File: src/rtl/game_tick_scheduler_pkg.sv
// Shared types and default sizing for the game tick scheduler.
package game_tick_pkg;

    localparam int NUM_CH_DEF   = 4;
    localparam int PERIOD_W_DEF = 8;

    typedef enum logic {MODE_PERIODIC, MODE_ONESHOT} chan_mode_e;
    typedef enum logic {CH_IDLE, CH_RUN} chan_state_e;

endpackage

File: src/rtl/game_tick_scheduler_if.sv
// Control/event bundle between the tick source, game logic and the scheduler.
interface game_tick_scheduler_if
    import game_tick_pkg::*;
#(
    parameter int NUM_CH   = NUM_CH_DEF,
    parameter int PERIOD_W = PERIOD_W_DEF
) ();
    localparam int CH_W = (NUM_CH > 1) ? $clog2(NUM_CH) : 1;

    logic                base_tick;
    logic                pause;
    logic                cfg_we;
    logic [CH_W-1:0]     cfg_ch;
    logic [PERIOD_W-1:0] cfg_period;
    logic                cfg_oneshot;
    logic [NUM_CH-1:0]   start;
    logic [NUM_CH-1:0]   stop;
    logic [NUM_CH-1:0]   evt_ack;
    logic [NUM_CH-1:0]   evt_pulse;
    logic [NUM_CH-1:0]   evt_pending;
    logic [NUM_CH-1:0]   evt_overrun;
    logic [NUM_CH-1:0]   active;

    modport master (
        output base_tick, pause, cfg_we, cfg_ch, cfg_period, cfg_oneshot,
        output start, stop, evt_ack,
        input  evt_pulse, evt_pending, evt_overrun, active
    );

    modport slave (
        input  base_tick, pause, cfg_we, cfg_ch, cfg_period, cfg_oneshot,
        input  start, stop, evt_ack,
        output evt_pulse, evt_pending, evt_overrun, active
    );
endinterface

File: src/rtl/game_tick_scheduler_channel.sv
// One event channel: period/mode config, down-counter, IDLE/RUN FSM and
// sticky pending/overrun flags.
module game_tick_channel
    import game_tick_pkg::*;
#(
    parameter int PERIOD_W       = PERIOD_W_DEF,
    parameter int DEFAULT_PERIOD = 1
) (
    input  logic                clk,
    input  logic                rst_n,
    input  logic                i_tick,
    input  logic                i_cfg_we,
    input  logic [PERIOD_W-1:0] i_cfg_period,
    input  logic                i_cfg_oneshot,
    input  logic                i_start,
    input  logic                i_stop,
    input  logic                i_ack,
    output logic                o_pulse,
    output logic                o_pending,
    output logic                o_overrun,
    output logic                o_active
);
    chan_state_e         r_state, w_state_nxt;
    chan_mode_e          r_mode;
    logic [PERIOD_W-1:0] r_period, r_cnt, w_cnt_nxt, w_eff;
    logic                r_pulse, r_pending, r_overrun, w_fire;

    // A stored period of zero behaves as one.
    assign w_eff = (r_period == '0) ? PERIOD_W'(1) : r_period;

    always_ff @(posedge clk or negedge rst_n) begin
        if (!rst_n) begin
            r_state <= CH_IDLE;
            r_cnt   <= '0;
        end else begin
            r_state <= w_state_nxt;
            r_cnt   <= w_cnt_nxt;
        end
    end

    always_comb begin
        w_state_nxt = r_state;
        w_cnt_nxt   = r_cnt;
        w_fire      = 1'b0;
        if (i_stop) begin
            w_state_nxt = CH_IDLE;
        end else if (i_start) begin
            w_state_nxt = CH_RUN;
            w_cnt_nxt   = w_eff;
        end else if (r_state == CH_RUN && i_tick) begin
            if (r_cnt > PERIOD_W'(1)) begin
                w_cnt_nxt = r_cnt - PERIOD_W'(1);
            end else begin
                w_fire = 1'b1;
                if (r_mode == MODE_ONESHOT) w_state_nxt = CH_IDLE;
                else                        w_cnt_nxt   = w_eff;
            end
        end
    end

    // Config is only sampled on start/reload, so a write here never disturbs a running count.
    always_ff @(posedge clk or negedge rst_n) begin
        if (!rst_n) begin
            r_period <= PERIOD_W'(DEFAULT_PERIOD);
            r_mode   <= MODE_PERIODIC;
        end else if (i_cfg_we) begin
            r_period <= i_cfg_period;
            r_mode   <= i_cfg_oneshot ? MODE_ONESHOT : MODE_PERIODIC;
        end
    end

    always_ff @(posedge clk or negedge rst_n) begin
        if (!rst_n) begin
            r_pulse   <= 1'b0;
            r_pending <= 1'b0;
            r_overrun <= 1'b0;
        end else begin
            r_pulse <= w_fire;
            if (w_fire)     r_pending <= 1'b1;
            else if (i_ack) r_pending <= 1'b0;
            if (i_ack)                      r_overrun <= 1'b0;
            else if (w_fire && r_pending)   r_overrun <= 1'b1;
        end
    end

    assign o_pulse   = r_pulse;
    assign o_pending = r_pending;
    assign o_overrun = r_overrun;
    assign o_active  = (r_state == CH_RUN);
endmodule

File: src/rtl/game_tick_scheduler.sv
// Fans one base-tick stream out to NUM_CH independently programmed event channels.
module game_tick_scheduler
    import game_tick_pkg::*;
#(
    parameter int NUM_CH         = NUM_CH_DEF,
    parameter int PERIOD_W       = PERIOD_W_DEF,
    parameter int DEFAULT_PERIOD = 1
) (
    input  logic                  clk,
    input  logic                  rst_n,
    game_tick_scheduler_if.slave  bus
);
    localparam int CH_W = (NUM_CH > 1) ? $clog2(NUM_CH) : 1;

    logic [NUM_CH-1:0] w_cfg_we, w_pulse, w_pending, w_overrun, w_active;
    logic              w_tick;

    assign w_tick = bus.base_tick & ~bus.pause;

    for (genvar i = 0; i < NUM_CH; i++) begin : g_ch
        assign w_cfg_we[i] = bus.cfg_we && (bus.cfg_ch == CH_W'(i));

        game_tick_channel #(
            .PERIOD_W       (PERIOD_W),
            .DEFAULT_PERIOD (DEFAULT_PERIOD)
        ) u_ch (
            .clk           (clk),
            .rst_n         (rst_n),
            .i_tick        (w_tick),
            .i_cfg_we      (w_cfg_we[i]),
            .i_cfg_period  (bus.cfg_period),
            .i_cfg_oneshot (bus.cfg_oneshot),
            .i_start       (bus.start[i]),
            .i_stop        (bus.stop[i]),
            .i_ack         (bus.evt_ack[i]),
            .o_pulse       (w_pulse[i]),
            .o_pending     (w_pending[i]),
            .o_overrun     (w_overrun[i]),
            .o_active      (w_active[i])
        );
    end

    assign bus.evt_pulse   = w_pulse;
    assign bus.evt_pending = w_pending;
    assign bus.evt_overrun = w_overrun;
    assign bus.active      = w_active;
endmodule
File: src/flat_wrapper.sv
// flat-port wrapper written by rule: the top's interface ports become plain ports
module game_tick_scheduler_flat import game_tick_pkg::*;
#(
    parameter int NUM_CH         = NUM_CH_DEF,
    parameter int PERIOD_W       = PERIOD_W_DEF,
    parameter int DEFAULT_PERIOD = 1
)
  (clk, rst_n, bus_base_tick, bus_pause, bus_cfg_we, bus_cfg_ch, bus_cfg_period, bus_cfg_oneshot, bus_start, bus_stop, bus_evt_ack, bus_evt_pulse, bus_evt_pending, bus_evt_overrun, bus_active);
  game_tick_scheduler_if #(.NUM_CH(NUM_CH), .PERIOD_W(PERIOD_W)) bus_i ();
  input  logic clk;
  input  logic rst_n;
  input wire logic [$bits(bus_i.base_tick)-1:0] bus_base_tick;
  input wire logic [$bits(bus_i.pause)-1:0] bus_pause;
  input wire logic [$bits(bus_i.cfg_we)-1:0] bus_cfg_we;
  input wire logic [$bits(bus_i.cfg_ch)-1:0] bus_cfg_ch;
  input wire logic [$bits(bus_i.cfg_period)-1:0] bus_cfg_period;
  input wire logic [$bits(bus_i.cfg_oneshot)-1:0] bus_cfg_oneshot;
  input wire logic [$bits(bus_i.start)-1:0] bus_start;
  input wire logic [$bits(bus_i.stop)-1:0] bus_stop;
  input wire logic [$bits(bus_i.evt_ack)-1:0] bus_evt_ack;
  output wire logic [$bits(bus_i.evt_pulse)-1:0] bus_evt_pulse;
  output wire logic [$bits(bus_i.evt_pending)-1:0] bus_evt_pending;
  output wire logic [$bits(bus_i.evt_overrun)-1:0] bus_evt_overrun;
  output wire logic [$bits(bus_i.active)-1:0] bus_active;
  assign bus_i.base_tick = bus_base_tick;
  assign bus_i.pause = bus_pause;
  assign bus_i.cfg_we = bus_cfg_we;
  assign bus_i.cfg_ch = bus_cfg_ch;
  assign bus_i.cfg_period = bus_cfg_period;
  assign bus_i.cfg_oneshot = bus_cfg_oneshot;
  assign bus_i.start = bus_start;
  assign bus_i.stop = bus_stop;
  assign bus_i.evt_ack = bus_evt_ack;
  assign bus_evt_pulse = bus_i.evt_pulse;
  assign bus_evt_pending = bus_i.evt_pending;
  assign bus_evt_overrun = bus_i.evt_overrun;
  assign bus_active = bus_i.active;
  game_tick_scheduler #(.NUM_CH(NUM_CH), .PERIOD_W(PERIOD_W), .DEFAULT_PERIOD(DEFAULT_PERIOD)) u_core (.clk(clk), .rst_n(rst_n), .bus(bus_i));
endmodule
File: config.mk
export PLATFORM = sky130hd
export DESIGN_NAME = game_tick_scheduler_flat
export DESIGN_NICKNAME = d
export VERILOG_FILES = /design/src/rtl/game_tick_scheduler_pkg.sv /design/src/rtl/game_tick_scheduler_if.sv /design/src/rtl/game_tick_scheduler_channel.sv /design/src/rtl/game_tick_scheduler.sv /design/src/flat_wrapper.sv
export SDC_FILE = /design/constraint.sdc
export NUM_CORES = 1
export LEC_CHECK = 0
export BUFFER_PORTS_ARGS = -buffer_cell sky130_fd_sc_hd__buf_2
export CAP_MARGIN = 20
export CORE_MARGIN = 1
export CORE_UTILIZATION = 40
export DETAILED_ROUTE_END_ITERATION = 7
export HOLD_SLACK_MARGIN = 0.15
export SLEW_MARGIN = 10
export SYNTH_ARGS = -nofsm -noshare
export SYNTH_HDL_FRONTEND = slang
export SYNTH_SLANG_ARGS = --single-unit
File: constraint.sdc
create_clock -name clk -period 3.1 [get_ports clk]
set_input_delay 0.465 -clock clk [delete_from_list [all_inputs] [get_ports clk]]
set_output_delay 0.465 -clock clk [all_outputs]
set_load 0.05 [all_outputs]
======== Word level (Yosys, flattened, before mapping) ========
Index checks and enable logic that the tools add are counted.
word-level totals
  register bits after elaboration ......... 84
  word-level logic and storage cells ...... 171
cells by class
  add/sub/neg operators ................... 4
  magnitude comparators ................... 4
  eq/ne operators ......................... 11
  mux-type cells .......................... 73
  bitwise gates (word level) .............. 6
  reductions and logical operators ........ 45
operators with widths
  cell                   number
  $mux W8                20
  $mux W1                53
  $gt A8 B1 Y1 const B   4
  $logic_not A8 Y1       4
  $sub A8 B1 Y8 const B  4
  $reduce_and A3 Y1      8
  $reduce_bool A2 Y1     12
  $reduce_bool A3 Y1     8
  $logic_and A1 B1 Y1    12
  $ne A3 B2 Y1 const B   4
  $ne A3 B3 Y1 const B   4
  $not A1 Y1             5
  $eq A2 B2 Y1 const B   2
  $eq A2 B1 Y1 const B   1
  $logic_not A2 Y1       1
  $and A1 B1 Y1          1

======== Depth between registers and ports, before layout ========
Gate-level depths: netlist of run 1.
  word-level depth ........................ 9
  gate-level depth with buffers ........... 8
  gate-level depth less buffers ........... 6

======== Modules after synthesis ========
From an unflattened synthesis of run 1, not the netlist that was laid out.
unflattened totals
  cell total of the unflattened synthesis .. 414
  area total of the unflattened synthesis .. 4,712.0 µm²
modules (own cells, without submodules)
  module                                        times used  cells each  area each (µm²)
  game_tick_channel at u_core.g_ch[0].u_ch ...  3           102         1,168.6
  game_tick_channel at u_core.g_ch[3].u_ch      1           103         1,162.4
  game_tick_scheduler                           1           5           43.8

======== Worst setup path before layout of run 1 ========
No wires, ideal clock.
  kind .................................... register to register
  start ................................... reg u_core.g_ch[0].u_ch.r_cnt[0]
  end ..................................... reg u_core.g_ch[0].u_ch.r_cnt[0]
  setup time .............................. 129 ps
  arrival ................................. 1,826 ps
  required time ........................... 2,971 ps
  slack ................................... 1,145 ps
  stages on the path, launching flop included .. 7
  buffers on the path ..................... 0
  period minus slack after synthesis ...... 1,955 ps
  cells stage by stage .................... dfrtp_1 > inv_1 > ha_1 > o21ba_2 > a31oi_1 > o221ai_1 > o2bb2ai_1
on the way
  longest elaborated chain between the ends .. 4
RTL lines
  element                                        line                                                                  source
  start: declaration                             game_tick_scheduler_channel.sv:25                                     logic [PERIOD_W-1:0] r_period, r_cnt, w_cnt_nxt, w_eff;
  start signal: assignment                       game_tick_scheduler_channel.sv:37                                     r_cnt <= w_cnt_nxt;
  $sub A8 B1 Y8 or $gt A8 B1 Y1 (tied branches)  game_tick_scheduler_channel.sv:52, game_tick_scheduler_channel.sv:51
  $mux W8                                        game_tick_scheduler_channel.sv:51                                     if (r_cnt > PERIOD_W'(1)) begin
  $mux W8                                        game_tick_scheduler_channel.sv:50                                     end else if (r_state == CH_RUN && i_tick) begin
  $mux W8                                        game_tick_scheduler_channel.sv:47                                     end else if (i_start) begin
Parallel ways exist; a longest one is shown, timed or not. The select of a mux whose other input is x is not followed.
A chain may end at the register's enable or synchronous reset.

======== Worst setup path after layout of run 1 ========
  start ................................... reg u_core.g_ch[1].u_ch.r_cnt[0]
  end ..................................... reg u_core.g_ch[1].u_ch.r_cnt[6]
on the way
  longest elaborated chain between the ends .. 4
RTL lines
  element                                        line
  start: declaration                             game_tick_scheduler_channel.sv:25
  start signal: assignment                       game_tick_scheduler_channel.sv:37
  $sub A8 B1 Y8 or $gt A8 B1 Y1 (tied branches)  game_tick_scheduler_channel.sv:52, game_tick_scheduler_channel.sv:51
  $mux W8                                        game_tick_scheduler_channel.sv:51
  $mux W8                                        game_tick_scheduler_channel.sv:50
  $mux W8                                        game_tick_scheduler_channel.sv:47
Parallel ways exist; a longest one is shown, timed or not. The select of a mux whose other input is x is not followed.

==> results of run 1 <==
cell families (layout without fill, tap and decap cells):
logic type | count (synthesis) | count (layout) | share of synthesized area (%)
DFF | 84 | 84 | 45.21
adders and majority gates | 8 | 8 | 2.148
and+or+nand+nor | 107 | 107 | 13.42
AOI/OAI and AO/OA | 103 | 103 | 18.01
buffers and inverters | 62 | 96 | 6.711
muxes | 63 | 63 | 14.50
sequential cells by signal, summed over array words and instances, names as in the netlist:
name / cells
u_core.g_ch.u_ch.o_pulse: 4
u_core.g_ch.u_ch.o_overrun: 4
u_core.g_ch.u_ch.o_active: 4
u_core.g_ch.u_ch.r_period: 32
u_core.g_ch.u_ch.o_pending: 4
u_core.g_ch.u_ch.r_cnt: 32
u_core.g_ch.u_ch.r_mode: 4
area by class of cell:
type                    count  area (sq um)
clock buffers              11         252.7
clock inverters             5         82.58
fillers                  1061          6132
inverters                  32         120.1
multi-input cells         281          2241
flip-flops and latches     84          2107
well taps                 143         178.9
repair buffers             48         255.2
stage by stage:
stage,util (%),area (sq um),hold WS (ns)
floorplan,-,4661,0.1694
global placement,43.12,4902,0.4754
detailed placement,43.12,4902,0.4893
CTS,46.07,5238,0.2313
global route,46.07,5238,0.2729
finish,46.07,5238,0.1829
cell usage in the layout (no fill, tap or decap), types with 8 or more instances in the layout:
master,synthesis,layout
dfrtp_1,80,80
buf_2,4,42
mux2_2,36,36
inv_1,29,29
mux2i_1,27,27
nor3_1,25,25
nor2_1,21,21
o221ai_1,21,21
o2bb2ai_1,21,21
nor4_1,13,13
o21ai_0,9,9
clkbuf_16,0,9
a21oi_1,8,8
ha_1,8,8
power by group:
group          total (mW)  internal [mW]  switching, mW
registers            1.74           1.38          0.359
clock network        1.20          0.753          0.452
logic                1.14          0.539          0.602
layer usage:
layer	global-route usage [%]	part of all wire (%)	routed length (um)	vias up
met5	0	0	0	-
met4	8.095	2.0	208	0
met3	2.727	3.3	343	14
met2	28.04	45	4636	64
met1	25.93	50	5101	1710
li1	-	-	-	1668
final timing paths:
check	from	endpoint	slack [ns]	cells after the start
max	u_core.g_ch[1].u_ch.r_cnt[0]	u_core.g_ch[1].u_ch.r_cnt[6]	0.96	7
min reg2reg	u_core.g_ch[1].u_ch.o_overrun	u_core.g_ch[1].u_ch.o_overrun	0.50	2
min	rst_n	u_core.g_ch[1].u_ch.r_cnt[3]	0.18	1
max in group asynchronous	rst_n	u_core.g_ch[2].u_ch.r_period[0]	2.14	2
min in group clk	bus_evt_ack[0]	u_core.g_ch[0].u_ch.o_overrun	0.28	2
max reg2reg	u_core.g_ch[1].u_ch.r_cnt[0]	u_core.g_ch[1].u_ch.r_cnt[6]	0.96	7
==> results.json, run 1 <==
{
  "start_util_pct": 40.99,
  "dr_total_vias": 3456,
  "yosysWarningCount": 0,
  "syn2layout_area_growth_pct": 12.38,
  "cts_buffers": 9,
  "cp_num_buf_inv": 2,
  "diodes": 0,
  "min_period_over_period_pct": 69.18,
  "hold_viol_final": 0,
  "fp-row-count": 39,
  "synth-edff-count": 0,
  "first_pass_iters": 6,
  "cp-end-kind": "flop",
  "synth_top_area_share_pct": 42.95,
  "synth_nets": 463,
  "max_slew_margin_pct": 49.32,
  "synth_area_sq_mm": 0.004661,
  "drc": 2,
  "outcome": "complete, but fails checks",
  "power.leakage_nw": 2.320,
  "fmax_mhz": 466.3,
  "die_width_um": 109.9,
  "place.gp.congestion": 0.8151,
  "place_hpwl_um": 7295,
  "cts_sinks": 84,
  "stdcell_count": 604,
  "core_area_sq_mm": 0.01137,
  "synth_top_area_cell": "dfrtp_1",
  "dr.first_iter.drc_count": 148,
  "finalSetupViolCount": 0,
  "nNetsFinal": 492,
  "dieArea_sq_mm": 0.01209,
  "rsz0062_at_grt": "no",
  "syn_inst": 427,
  "synth_area_leaders": "dfrtp_1 43%, mux2_2 8.7%, mux2i_1 5.8%",
  "tns_ns": 0,
  "cp_max_fo": 8,
  "min_period_ns": 2.145,
  "start_kind": "flop",
  "ant_nets": 0,
  "syn_avg_cell_area_sq_um": 10.92,
  "clk_pin_slew_worst_paths_ns": 0.07,
  "ys.flop_type": "dfrtp_1",
  "via_per_inst": 5.722,
  "min_path_type": "in2async",
  "violations": "DRC",
  "clk_latency_ns": 0.34,
  "drv_slew": 0,
  "layout-drive-gt1-share_pct": 28.42,
  "clockBufferDepth": 2,
  "slowest_delay_ns": 0.42,
  "synthTopCellsByCount": "80 x dfrtp_1, 36 x mux2_2, 29 x inv_1, 27 x mux2i_1, 25 x nor3_1",
  "grt_usage_pct": 18.44,
  "cts-root-buf": "clkbuf_16",
  "drt-wirelength-per-cell_um": 17.04,
  "ys_ff_latch": 84,
  "critPathTopFamily": "compound AO/OA/AOI/OAI gates",
  "pin_count": 44,
  "pre_cts_ws_ns": 0.9874,
  "io_buffers": 43,
  "cp_slowest_cell": "dfrtp_1",
  "yosysMostFrequentCell": "dfrtp_1",
  "die_y_um": 109.9,
  "fin_ws_ns": 0.9555,
  "cts_hold_buf": 0,
  "vdd_drop_max_mv": 0.2623,
  "dp.cells": 588,
  "antenna_found_initial": 0,
  "critPathRequiredTime_ns": 3.31,
  "synth_cell_types": 54,
  "grt_overflow_total": 0,
  "grt_max_degree": 61,
  "power.density_mw_per_mm2": 779.8,
  "wl_um": 10290,
  "total_power_mw": 4.084,
  "worst_pin_slew_ns": 0.7602,
  "cts_resized": 0,
  "arrival_ns": 2.35,
  "grt_pass1_wl_um": 16880,
  "async_reset_ff_share_pct": 100.0,
  "cts_tree": "yes",
  "max_cap_violations": 0,
  "crit_chain": "inv_1 -> ha_1 -> or2_2 -> a31oi_1 -> buf_4 -> mux2i_1 -> a2bb2oi_1",
  "path_class": "reg2reg",
  "skew_ns": 0.009311,
  "grt_pass1_vias": 3355,
  "cts_setup_buffers": 0,
  "cts_max_level": 3,
  "synth_seq_area_share_pct": 45.21
}
Power figures use the tool's default switching activity.
==> run 2: changes to the inputs <==
- clock period: 3.1 -> 1.94 ns (I/O delays scaled with it)
==> results.json, run 2 (synthesis gave the netlist of run 1 again) <==
{
  "die_width_um": 109.9,
  "crit_chain": "inv_2 -> ha_2 -> or2_2 -> and4_1 -> or2_2 -> o311ai_2",
  "dieArea_sq_mm": 0.01209,
  "start_util_pct": 40.99,
  "pin_count": 44,
  "max_cap_violations": 0,
  "critPathTopFamily": "simple AND/OR/NAND/NOR gates",
  "fp-row-count": 39,
  "grt_max_degree": 40,
  "critPathRequiredTime_ns": 2.18,
  "ant_nets": 0,
  "power.leakage_nw": 2.509,
  "clk_latency_ns": 0.35,
  "nFillCells": 1019,
  "diodes": 0,
  "min_period_ns": 1.870,
  "drc": 0,
  "total_power_mw": 6.695,
  "path_class": "reg2reg",
  "start_kind": "flop",
  "stdcell_count": 642,
  "p_sw_share_pct": 34.99,
  "dr_total_vias": 3698,
  "clk_pin_slew_worst_paths_ns": 0.06,
  "cts_buffers": 9,
  "slowest_delay_ns": 0.41,
  "cts_sinks": 84,
  "cp-end-kind": "flop",
  "switchingPower_mw": 2.342,
  "worst_pin_slew_ns": 0.5219,
  "grt_pass1_wl_um": 17840,
  "cpMostUsedCell": "or2_2",
  "fmax_mhz": 534.8,
  "reg_top3": "u_core.g_ch.u_ch.r_cnt (32), u_core.g_ch.u_ch.r_period (32)",
  "cp_num_buf_inv": 1,
  "syn2layout_area_growth_pct": 20.38,
  "cts_max_level": 3,
  "vdd_drop_max_mv": 0.4970,
  "io_buffers": 43,
  "p_clk_share_pct": 26.2,
  "pre_cts_ws_ns": 0.02329,
  "antenna_found_initial": 0,
  "layout-drive-gt1-share_pct": 33.27,
  "layout_common_cells": "80 x dfrtp_1, 42 x buf_2, 36 x mux2_2",
  "cp_max_fo": 5,
  "min_period_over_period_pct": 96.39,
  "grt_pass1_vias": 3628,
  "nNetsFinal": 530,
  "cp_slowest_cell": "dfrtp_1",
  "die_y_um": 109.9,
  "skew_ns": 0.006878,
  "arrival_ns": 2.11,
  "fin_util_pct": 49.35,
  "max_slew_margin_pct": 65.11,
  "hold_viol_final": 0,
  "outcome": "completed",
  "fin_ws_ns": 0.07010,
  "core_area_sq_mm": 0.01137,
  "seq_power_share_pct": 40.6,
  "power.density_mw_per_mm2": 1193,
  "clockBufferDepth": 2,
  "place.gp.congestion": 0.8624,
  "final_common_cell": "dfrtp_1",
  "p_int_mw": 4.353,
  "drv_slew": 0,
  "hold_ws_ns": 0.2458,
  "grt_usage_pct": 19.50,
  "min_path_type": "in2reg",
  "dp.cells": 613,
  "dr.first_iter.drc_count": 158,
  "grt_overflow_total": 0,
  "place_hpwl_um": 7728,
  "cts-root-buf": "clkbuf_16",
  "first_pass_iters": 4,
  "cts_tree": "yes",
  "combPwrFrac_pct": 33.3,
  "finalSetupViolCount": 0,
  "via_per_inst": 5.760,
  "drt-wirelength-per-cell_um": 17.09,
  "wl_um": 10970
}
## run 2: changes by cell type in the layout (fill, tap and decap cells not counted), sizes merged
cell	before	now
bufinv	2	0
buf	48	77
clkbuf	11	14
dlygate4sd3	0	9
inv	30	29
clkinvlp	0	2
clkinv	5	3
## run 2: worst paths after layout
check	from	to	slack [ns]	cells after the start
min	bus_start[1]	u_core.g_ch[1].u_ch.o_pulse	0.25	2
min reg2reg	u_core.g_ch[2].u_ch.o_overrun	u_core.g_ch[2].u_ch.o_overrun	0.49	2
max reg2reg	u_core.g_ch[1].u_ch.r_cnt[1]	u_core.g_ch[1].u_ch.r_cnt[0]	0.07	6
min in group asynchronous	rst_n	u_core.g_ch[3].u_ch.o_pending	0.44	2
max in group asynchronous	rst_n	u_core.g_ch[1].u_ch.r_period[0]	0.84	3
max	u_core.g_ch[1].u_ch.r_cnt[1]	u_core.g_ch[1].u_ch.r_cnt[0]	0.07	6
## run 2: area by class of cell
type / count / area [sq um] / share of cell area [%]
timing repair buffer: 86 / 604.3 / 10.77
sequential: 84 / 2107 / 37.56
clock buffer: 14 / 294.0 / 5.241
tap: 143 / 178.9 / 3.189
clock inverter: 2 / 15.01 / 0.2676
multi-input combinational: 281 / 2291 / 40.83
inverter: 32 / 120.1 / 2.141
## run 2: worst reg2reg max path, cell delays in order, from the launching register on
cell and delay [ns]:
dfrtp_1 0.41, inv_2 0.06, ha_2 0.18, or2_2 0.34, and4_1 0.19, or2_2 0.31
o311ai_2 0.28
## run 2: power groups by stage
stage / logic (mW) / registers, mW / clock network [mW]
floorplan: 1.61 / 2.58 / 0
global placement: 2.08 / 2.72 / 0
detailed placement: 2.13 / 2.73 / 0
CTS: 2.17 / 2.70 / 1.80
global route: 2.48 / 2.79 / 1.86
finish: 2.23 / 2.72 / 1.75
## run 2: per-stage QoR
stage	setup TNS [ns]	instance area (sq um)
6_report	0	5610
5_1_grt	-0.004135	5610
4_1_cts	0	5537
3_5_place_dp	0	5130
3_3_place_gp	0	5130
2_1_floorplan	0	4676
## run 2: what timing repair did
action / in CTS / in global routing
pin swaps: 0 / 3
hold buffers: 9 / 0
setup buffers: 1 / 3
hold endpoints to repair: 41 / 0
gates resized for setup: 0 / 10
setup endpoints to repair: 1 / 30
## run 2: routing by layer
layer	up-vias	GRT usage (%)	wire, um
met3	18	2.905	412
met1	1846	26.84	5195
li1	1744	-	-
met4	0	8.476	218
met5	-	0	0
met2	90	30.40	5145
